## src/rtl/traffic_light_pkg.sv

```systemverilog
// traffic_light_pkg: phase encodings, lamp patterns and phase durations
package traffic_light_pkg;

    typedef enum logic [2:0] {
        PH_VG, PH_VY1, PH_YY1, PH_HY1, PH_HG, PH_HY2, PH_YY2, PH_VY2
    } phase_e;

    // lamp order {hr,hy,hg,vr,vy,vg}
    localparam logic [5:0] L_VG  = 6'b100001;
    localparam logic [5:0] L_VY  = 6'b100010;
    localparam logic [5:0] L_YY  = 6'b010010;
    localparam logic [5:0] L_HY  = 6'b010100;
    localparam logic [5:0] L_HG  = 6'b001100;
    localparam logic [5:0] L_OFF = 6'b000000;
    localparam logic [5:0] L_ALL = 6'b111111;

    function automatic int dur(phase_e ph, int t_vg, int t_hg, int t_y, int t_yy);
        return ph == PH_VG ? t_vg :
               ph == PH_HG ? t_hg :
               (ph == PH_YY1 || ph == PH_YY2) ? t_yy : t_y;
    endfunction

    function automatic logic [5:0] lamps(phase_e ph);
        return ph == PH_VG ? L_VG :
               ph == PH_HG ? L_HG :
               (ph == PH_YY1 || ph == PH_YY2) ? L_YY :
               (ph == PH_HY1 || ph == PH_HY2) ? L_HY : L_VY;
    endfunction

endpackage

```

## src/rtl/traffic_light_if.sv

```systemverilog
// traffic_light_if: mode/demand inputs and lamp/countdown outputs of the crossing
interface traffic_light_if #(parameter int CNT_W = 8);
    logic             blank, test, flicker, hreq, vreq;
    logic             hr, hy, hg, vr, vy, vg;
    logic [CNT_W-1:0] count;
    logic [2:0]       phase;

    modport master (
        output blank, test, flicker, hreq, vreq,
        input  hr, hy, hg, vr, vy, vg, count, phase
    );

    modport slave (
        input  blank, test, flicker, hreq, vreq,
        output hr, hy, hg, vr, vy, vg, count, phase
    );
endinterface

```

## src/rtl/traffic_light_tick_prescaler.sv

```systemverilog
// tick_prescaler: divides clk down to a one-cycle countdown tick every TICK_DIV cycles
module tick_prescaler #(
    parameter int TICK_DIV = 1
) (
    input  logic clk,
    input  logic clr,
    input  logic restart,
    output logic tick
);
    localparam int W = TICK_DIV > 1 ? $clog2(TICK_DIV) : 1;

    logic [W-1:0] cnt_q, cnt_d;

    assign tick = cnt_q == W'(TICK_DIV - 1);

    // wrap after the tick cycle; restart realigns the tick to the override exit
    always_comb cnt_d = (restart || tick) ? '0 : cnt_q + W'(1);

    // prescaler register
    always_ff @(posedge clk) begin
        if (clr) cnt_q <= '0;
        else     cnt_q <= cnt_d;
    end
endmodule

```

## src/rtl/traffic_light_ctrl.sv

```systemverilog
// traffic_light_ctrl: 8-phase two-road signal controller with demand truncation and override modes
module traffic_light_ctrl
    import traffic_light_pkg::*;
#(
    parameter int TICK_DIV   = 1,
    parameter int CNT_W      = 8,
    parameter int T_VG       = 15,
    parameter int T_HG       = 10,
    parameter int T_Y        = 5,
    parameter int T_YY       = 1,
    parameter int T_MIN_G    = 5,
    parameter int FLASH_HALF = 1
) (
    input  logic clk,
    input  logic clr,
    traffic_light_if.slave tl
);
    localparam int FW = FLASH_HALF > 1 ? $clog2(FLASH_HALF) : 1;

    phase_e           phase_q, phase_d;
    logic [CNT_W-1:0] count_q, count_d;
    logic [5:0]       lamp_q, lamp_d;
    logic             flash_q, flash_d, fl_q, fresh;
    logic [FW-1:0]    fcnt_q, fcnt_d;
    logic             tick, ovr, flk, exit_ovr, adv;

    assign ovr = tl.blank | ~tl.test | tl.flicker;
    assign flk = tl.flicker & ~tl.blank & tl.test;
    // overrides park count at 0, which normal mode never shows
    assign exit_ovr = ~ovr & (count_q == '0);
    assign adv = tick & ((count_q == CNT_W'(1)) ||
                 (phase_q == PH_VG && tl.hreq && count_q <= CNT_W'(T_VG - T_MIN_G + 1)) ||
                 (phase_q == PH_HG && tl.vreq && count_q <= CNT_W'(T_HG - T_MIN_G + 1)));

    tick_prescaler #(.TICK_DIV(TICK_DIV)) u_presc (
        .clk     (clk),
        .clr     (clr),
        .restart (exit_ovr),
        .tick    (tick)
    );

    // flash bit restarts lit on every flicker entry, then toggles each FLASH_HALF ticks
    always_comb begin
        fresh   = ~flk | ~fl_q;
        flash_d = fresh ? 1'b1 : (tick && fcnt_q == FW'(FLASH_HALF - 1)) ? ~flash_q : flash_q;
        fcnt_d  = fresh ? '0 : !tick ? fcnt_q : (fcnt_q == FW'(FLASH_HALF - 1)) ? '0 : fcnt_q + FW'(1);
    end

    // phase/countdown next state and the lamp pattern that goes with it
    always_comb begin
        phase_d = phase_q;
        count_d = count_q;
        lamp_d  = lamp_q;
        if (ovr) begin
            phase_d = PH_VG;
            count_d = '0;
            lamp_d  = tl.blank ? L_OFF : !tl.test ? L_ALL : {1'b0, flash_d, 2'b00, flash_d, 1'b0};
        end else if (exit_ovr) begin
            phase_d = PH_VG;
            count_d = CNT_W'(T_VG);
            lamp_d  = L_VG;
        end else if (adv) begin
            phase_d = phase_e'(phase_q + 3'd1);
            count_d = CNT_W'(dur(phase_d, T_VG, T_HG, T_Y, T_YY));
            lamp_d  = lamps(phase_d);
        end else if (tick) begin
            count_d = count_q - CNT_W'(1);
        end
    end

    // state and output registers
    always_ff @(posedge clk) begin
        if (clr) begin
            phase_q <= PH_VG;
            count_q <= CNT_W'(T_VG);
            lamp_q  <= L_VG;
            flash_q <= 1'b1;
            fcnt_q  <= '0;
            fl_q    <= 1'b0;
        end else begin
            phase_q <= phase_d;
            count_q <= count_d;
            lamp_q  <= lamp_d;
            flash_q <= flash_d;
            fcnt_q  <= fcnt_d;
            fl_q    <= flk;
        end
    end

    assign tl.phase = phase_q;
    assign tl.count = count_q;
    assign {tl.hr, tl.hy, tl.hg, tl.vr, tl.vy, tl.vg} = lamp_q;
endmodule
```

## src/flat_wrapper.sv

```systemverilog
// flat-port wrapper written by rule: the top's interface ports become plain ports
module traffic_light_ctrl_flat import traffic_light_pkg::*;
#(
    parameter int TICK_DIV   = 1,
    parameter int CNT_W      = 8,
    parameter int T_VG       = 15,
    parameter int T_HG       = 10,
    parameter int T_Y        = 5,
    parameter int T_YY       = 1,
    parameter int T_MIN_G    = 5,
    parameter int FLASH_HALF = 1
)
  (clk, clr, tl_blank, tl_test, tl_flicker, tl_hreq, tl_vreq, tl_hr, tl_hy, tl_hg, tl_vr, tl_vy, tl_vg, tl_count, tl_phase);
  traffic_light_if #(.CNT_W(CNT_W)) tl_i ();
  input  logic clk;
  input  logic clr;
  input wire logic [$bits(tl_i.blank)-1:0] tl_blank;
  input wire logic [$bits(tl_i.test)-1:0] tl_test;
  input wire logic [$bits(tl_i.flicker)-1:0] tl_flicker;
  input wire logic [$bits(tl_i.hreq)-1:0] tl_hreq;
  input wire logic [$bits(tl_i.vreq)-1:0] tl_vreq;
  output wire logic [$bits(tl_i.hr)-1:0] tl_hr;
  output wire logic [$bits(tl_i.hy)-1:0] tl_hy;
  output wire logic [$bits(tl_i.hg)-1:0] tl_hg;
  output wire logic [$bits(tl_i.vr)-1:0] tl_vr;
  output wire logic [$bits(tl_i.vy)-1:0] tl_vy;
  output wire logic [$bits(tl_i.vg)-1:0] tl_vg;
  output wire logic [$bits(tl_i.count)-1:0] tl_count;
  output wire logic [$bits(tl_i.phase)-1:0] tl_phase;
  assign tl_i.blank = tl_blank;
  assign tl_i.test = tl_test;
  assign tl_i.flicker = tl_flicker;
  assign tl_i.hreq = tl_hreq;
  assign tl_i.vreq = tl_vreq;
  assign tl_hr = tl_i.hr;
  assign tl_hy = tl_i.hy;
  assign tl_hg = tl_i.hg;
  assign tl_vr = tl_i.vr;
  assign tl_vy = tl_i.vy;
  assign tl_vg = tl_i.vg;
  assign tl_count = tl_i.count;
  assign tl_phase = tl_i.phase;
  traffic_light_ctrl #(.TICK_DIV(TICK_DIV), .CNT_W(CNT_W), .T_VG(T_VG), .T_HG(T_HG), .T_Y(T_Y), .T_YY(T_YY), .T_MIN_G(T_MIN_G), .FLASH_HALF(FLASH_HALF)) u_core (.clk(clk), .clr(clr), .tl(tl_i));
endmodule
```

## config.mk

```make
export PLATFORM = sky130hd
export DESIGN_NAME = traffic_light_ctrl_flat
export DESIGN_NICKNAME = d
export VERILOG_FILES = /design/src/rtl/traffic_light_pkg.sv /design/src/rtl/traffic_light_if.sv /design/src/rtl/traffic_light_tick_prescaler.sv /design/src/rtl/traffic_light_ctrl.sv /design/src/flat_wrapper.sv
export SDC_FILE = /design/constraint.sdc
export NUM_CORES = 1
export LEC_CHECK = 0
export CELL_PAD_IN_SITES_DETAIL_PLACEMENT = 0
export CELL_PAD_IN_SITES_GLOBAL_PLACEMENT = 1
export CORE_MARGIN = 10
export CORE_UTILIZATION = 35
export CTS_CLUSTER_DIAMETER = 50
export DETAILED_ROUTE_END_ITERATION = 8
export PLACE_DENSITY = 0.77
export SKIP_LAST_GASP = 1
export SYNTH_ARGS = -nofsm -noshare
export SYNTH_HDL_FRONTEND = slang
export SYNTH_SLANG_ARGS = --single-unit
```

## constraint.sdc

```tcl
create_clock -name clk -period 1.7 [get_ports clk]
set_input_delay 0.34 -clock clk [delete_from_list [all_inputs] [get_ports clk]]
set_output_delay 0.34 -clock clk [all_outputs]
set_load 0.05 [all_outputs]
```

==> out/results.tsv <==
stage	metric	value	unit
route	Vias per Instance	5.249	
synth	most frequent cell after synthesis	dfxtp_1	
final_layout	Area growth, synth to finish	60.29	%
route	Vias	1307	
clocking	Clock Latency Late Sink	260	ps
grt	number of antenna violations at the first check in global routing	0	
status	status	finished, violations left	
grt	GR Overflow Total	0	
setup_path	Crit path arrival time	1980	ps
grt	vias in the first global route	1365	
clocking	CTS tree	built	
synth	post-synthesis sequential area ratio	0.3107	
die	Die ar.	6509	µm²
sta	achievable frequency	547.9	MHz
final_layout	share of layout cells above drive strength 1	0.5172	
sta	setup TNS	-703.0	ps
route	Routed Antenna Nets	0	
clocking	hold_buf cts	0	
sta	Worst Skew	1.619	ps
route	initial DRC count	117	
grt	first-pass GRT wire length	6479	µm
clocking	CTS Sinks	20	
clocking	Worst-path clk slew	80	ps
route	drt total wl	3926	µm
sta	Worst Slack Setup Final	-125.0	ps
synth	Post-synth top cells	dfxtp_1, nor2_1, ha_1	
final_layout	nets@finish	222	
grt	largest net degree at the start of global routing	12	
sta	RSZ-0062 raised after global routing	yes	
pwr	power per cell area	627.1	nW/µm²
die	core area	3442	µm²
setup_path	CP Class	reg -> reg	
setup_path	Top Family by Delay on Critical Path	simple AND/OR/NAND/NOR gates	
die	initial core utilization	0.3744	
clocking	clk root buf	clkbuf_8	
synth	distinct cell type count after synthesis	47	
sta	Final Cycle Share	1.074	
place	DP HPWL	2858	µm
place	Post-Place Cells	239	
setup_path	Crit-path slowest cell	dfxtp_4	
run	max_cap viols	0	
synth	synth top area cells	dfxtp_1, ha_1, nor2_1, mux2i_1, a21oi_1	
place	PortBufs	23	
sta	Tmin final	1825	ps
sta	Fin. Hold Viols	0	
final_layout	flip-flop and latch area	426.7	µm²
synth	Mapped Avg Cell Area	8.708	µm²
synth	Yosys top cell area share	0.3107	
die	die width	80.68	µm
synth	Post-Synthesis Cells	148	
setup_path	Largest stage delay, worst path	380	ps
sta	Setup-failing EPs final	13	
setup_path	CP Cell Sequence	ha_4, ha_4, mux2i_4, nand2b_1, and3_4, nor4_4, nor3_1	
final_layout	n_diodes	0	
synth	Synth Warn #	0	
synth	Netlist Area Pre-Place	1289	µm²
final_layout	post-route insts no fill	249	
setup_path	Required @ worst endpoint	1850	ps
pwr	Pleak	0.8300	nW
die	Boundary Pins	24	
pwr	worst vdd ir	0.3996	mV
synth	area leader, netlist	dfxtp_1	
die	die height	80.68	µm
setup_path	Buf/Inv on CP	0	
route	DRC viols	0	
place	gpl congestion	0.8863	
grt	Total GRT Usage	0.1195	
setup_path	crit end category	flop	
route	Initial DRT Pass Iterations	4	
clocking	Longest Clk Path Bufs	2	
status	failing checks	negative setup slack	
die	number of cell rows	21	
setup_path	worst-path maximum fanout	4	
setup_path	most used cell, CP	ha_4	
synth	Post-synth EDFFs	0	
final_layout	area of the multi-input gates	1033	µm²
route	Avg WL per Cell	15.77	µm
synth	Most used DFF post-synth	dfxtp_1	
sta	Max Transition Viols Final	0	
synth	async set or reset register ratio after synthesis	0	
setup_path	critical path launch point type	flop	
clocking	cts bufs inserted	3	
synth	Post-Syn Nets	166	
synth	#FFs+latches synth	20	
setup_path	R2R setup slack	-130	ps
worst_hold_path	worst min path class	reg -> reg	
clocking	htree depth	1	
final_layout	# fillers	326	
final_layout	Final Util	0.6001	
## registers in the layout, indices dropped and copies added, names as in the netlist
signal / cells
u_core.tl.count: 8
u_core.lamp_q: 6
u_core.fl_q: 1
u_core.tl.phase: 3
u_core.flash_q: 1
u_core.u_presc.cnt_q: 1
## per-layer routing
layer / GRT usage / wire length [µm] / vias to the layer above
li1: - / - / 645
met3: 0.03563 / 245 / 4
met5: 0 / 0 / -
met2: 0.2038 / 2045 / 29
met4: 0.02422 / 27 / 0
met1: 0.1439 / 1607 / 629
## layout make-up
type	count	area share
tap	46	0.02786
sequential	20	0.2065
multi-input combinational	116	0.5003
clock buffer	4	0.02665
inverter	8	0.01817
timing repair buffer	55	0.2205
## power by group
group	switching (W)	total [W]	internal [W]
Clock	0.000164	0.000370	0.000206
Combinational	0.000229	0.000412	0.000184
Sequential	0.0000246	0.000512	0.000488
## kinds of logic after synthesis
logic type      Yosys count  synth area share
compound gates           31            0.1864
xor+xnor                  8           0.05436
fa+ha+maj                11            0.1068
buf+inv                  13           0.04272
flops                    20            0.3107
mux                       5           0.03884
other cells               1          0.002910
simple gates             59            0.2573
## cells in the final DEF (no fill, tap or decap), drive strengths merged, types with 2 or more instances in the layout
cell and instances:
nand2 9, dfxtp 20, clkdlybuf4s50 5, xor2 4
a21oi 10, nor4 5, or3 2, nand3 3
buf 49, nor3b 3, ha 11, or3b 2
o32ai 2, nor2b 2, o22ai 2, xnor2 4
nor3 4, clkbuf 4, nor2 16, nand2b 4
o211ai 2, a2111oi 2, inv 8, mux2i 5
and3 2, o21ai 7, and3b 2
## final timing paths
path / startpoint / end / depth (start not counted)
setup reg to reg: u_core.tl.phase[0]$_SDFFE_PP0N_ / u_core.lamp_q[4]$_SDFFE_PP0P_ / 7
hold reg to reg: u_core.fl_q$_SDFF_PP0_ / u_core.flash_q$_SDFF_PP1_ / 1
hold / removal: u_core.fl_q$_SDFF_PP0_ / u_core.flash_q$_SDFF_PP1_ / 1
setup / recovery: u_core.tl.phase[0]$_SDFFE_PP0N_ / u_core.lamp_q[4]$_SDFFE_PP0P_ / 7
## stage by stage
| stage | power (W) | hold WS, ps | setup WS (ps) | cell area, µm² |
|---|---|---|---|---|
| detailed placement | 0.0008815 | 386.5 | -386.9 | 1836 |
| finish | 0.001295 | 401.3 | -125.0 | 2066 |
| global placement | 0.0008769 | 375.4 | -344.1 | 1836 |
| CTS | 0.001278 | 405.3 | -119.4 | 1974 |
| floorplan | 0.0007439 | 368.3 | -90.58 | 1390 |
| global route | 0.001367 | 431.4 | -222.1 | 2066 |
## timing repair
| action | in CTS | in global routing |
|---|---|---|
| pin swaps | 8 | 6 |
| resized for setup | 11 | 19 |
| endpoints found under the setup margin | 11 | 17 |
| cloned | 1 | 0 |
| buffers inserted | 3 | 2 |
## worst register-to-register path: stages, from the launching register on
cell and delay [ps]:
dfxtp_4 380, ha_4 170, ha_4 290, mux2i_4 260
nand2b_1 90, and3_4 190, nor4_4 270, nor3_1 70
Power figures use the tool's default switching activity.
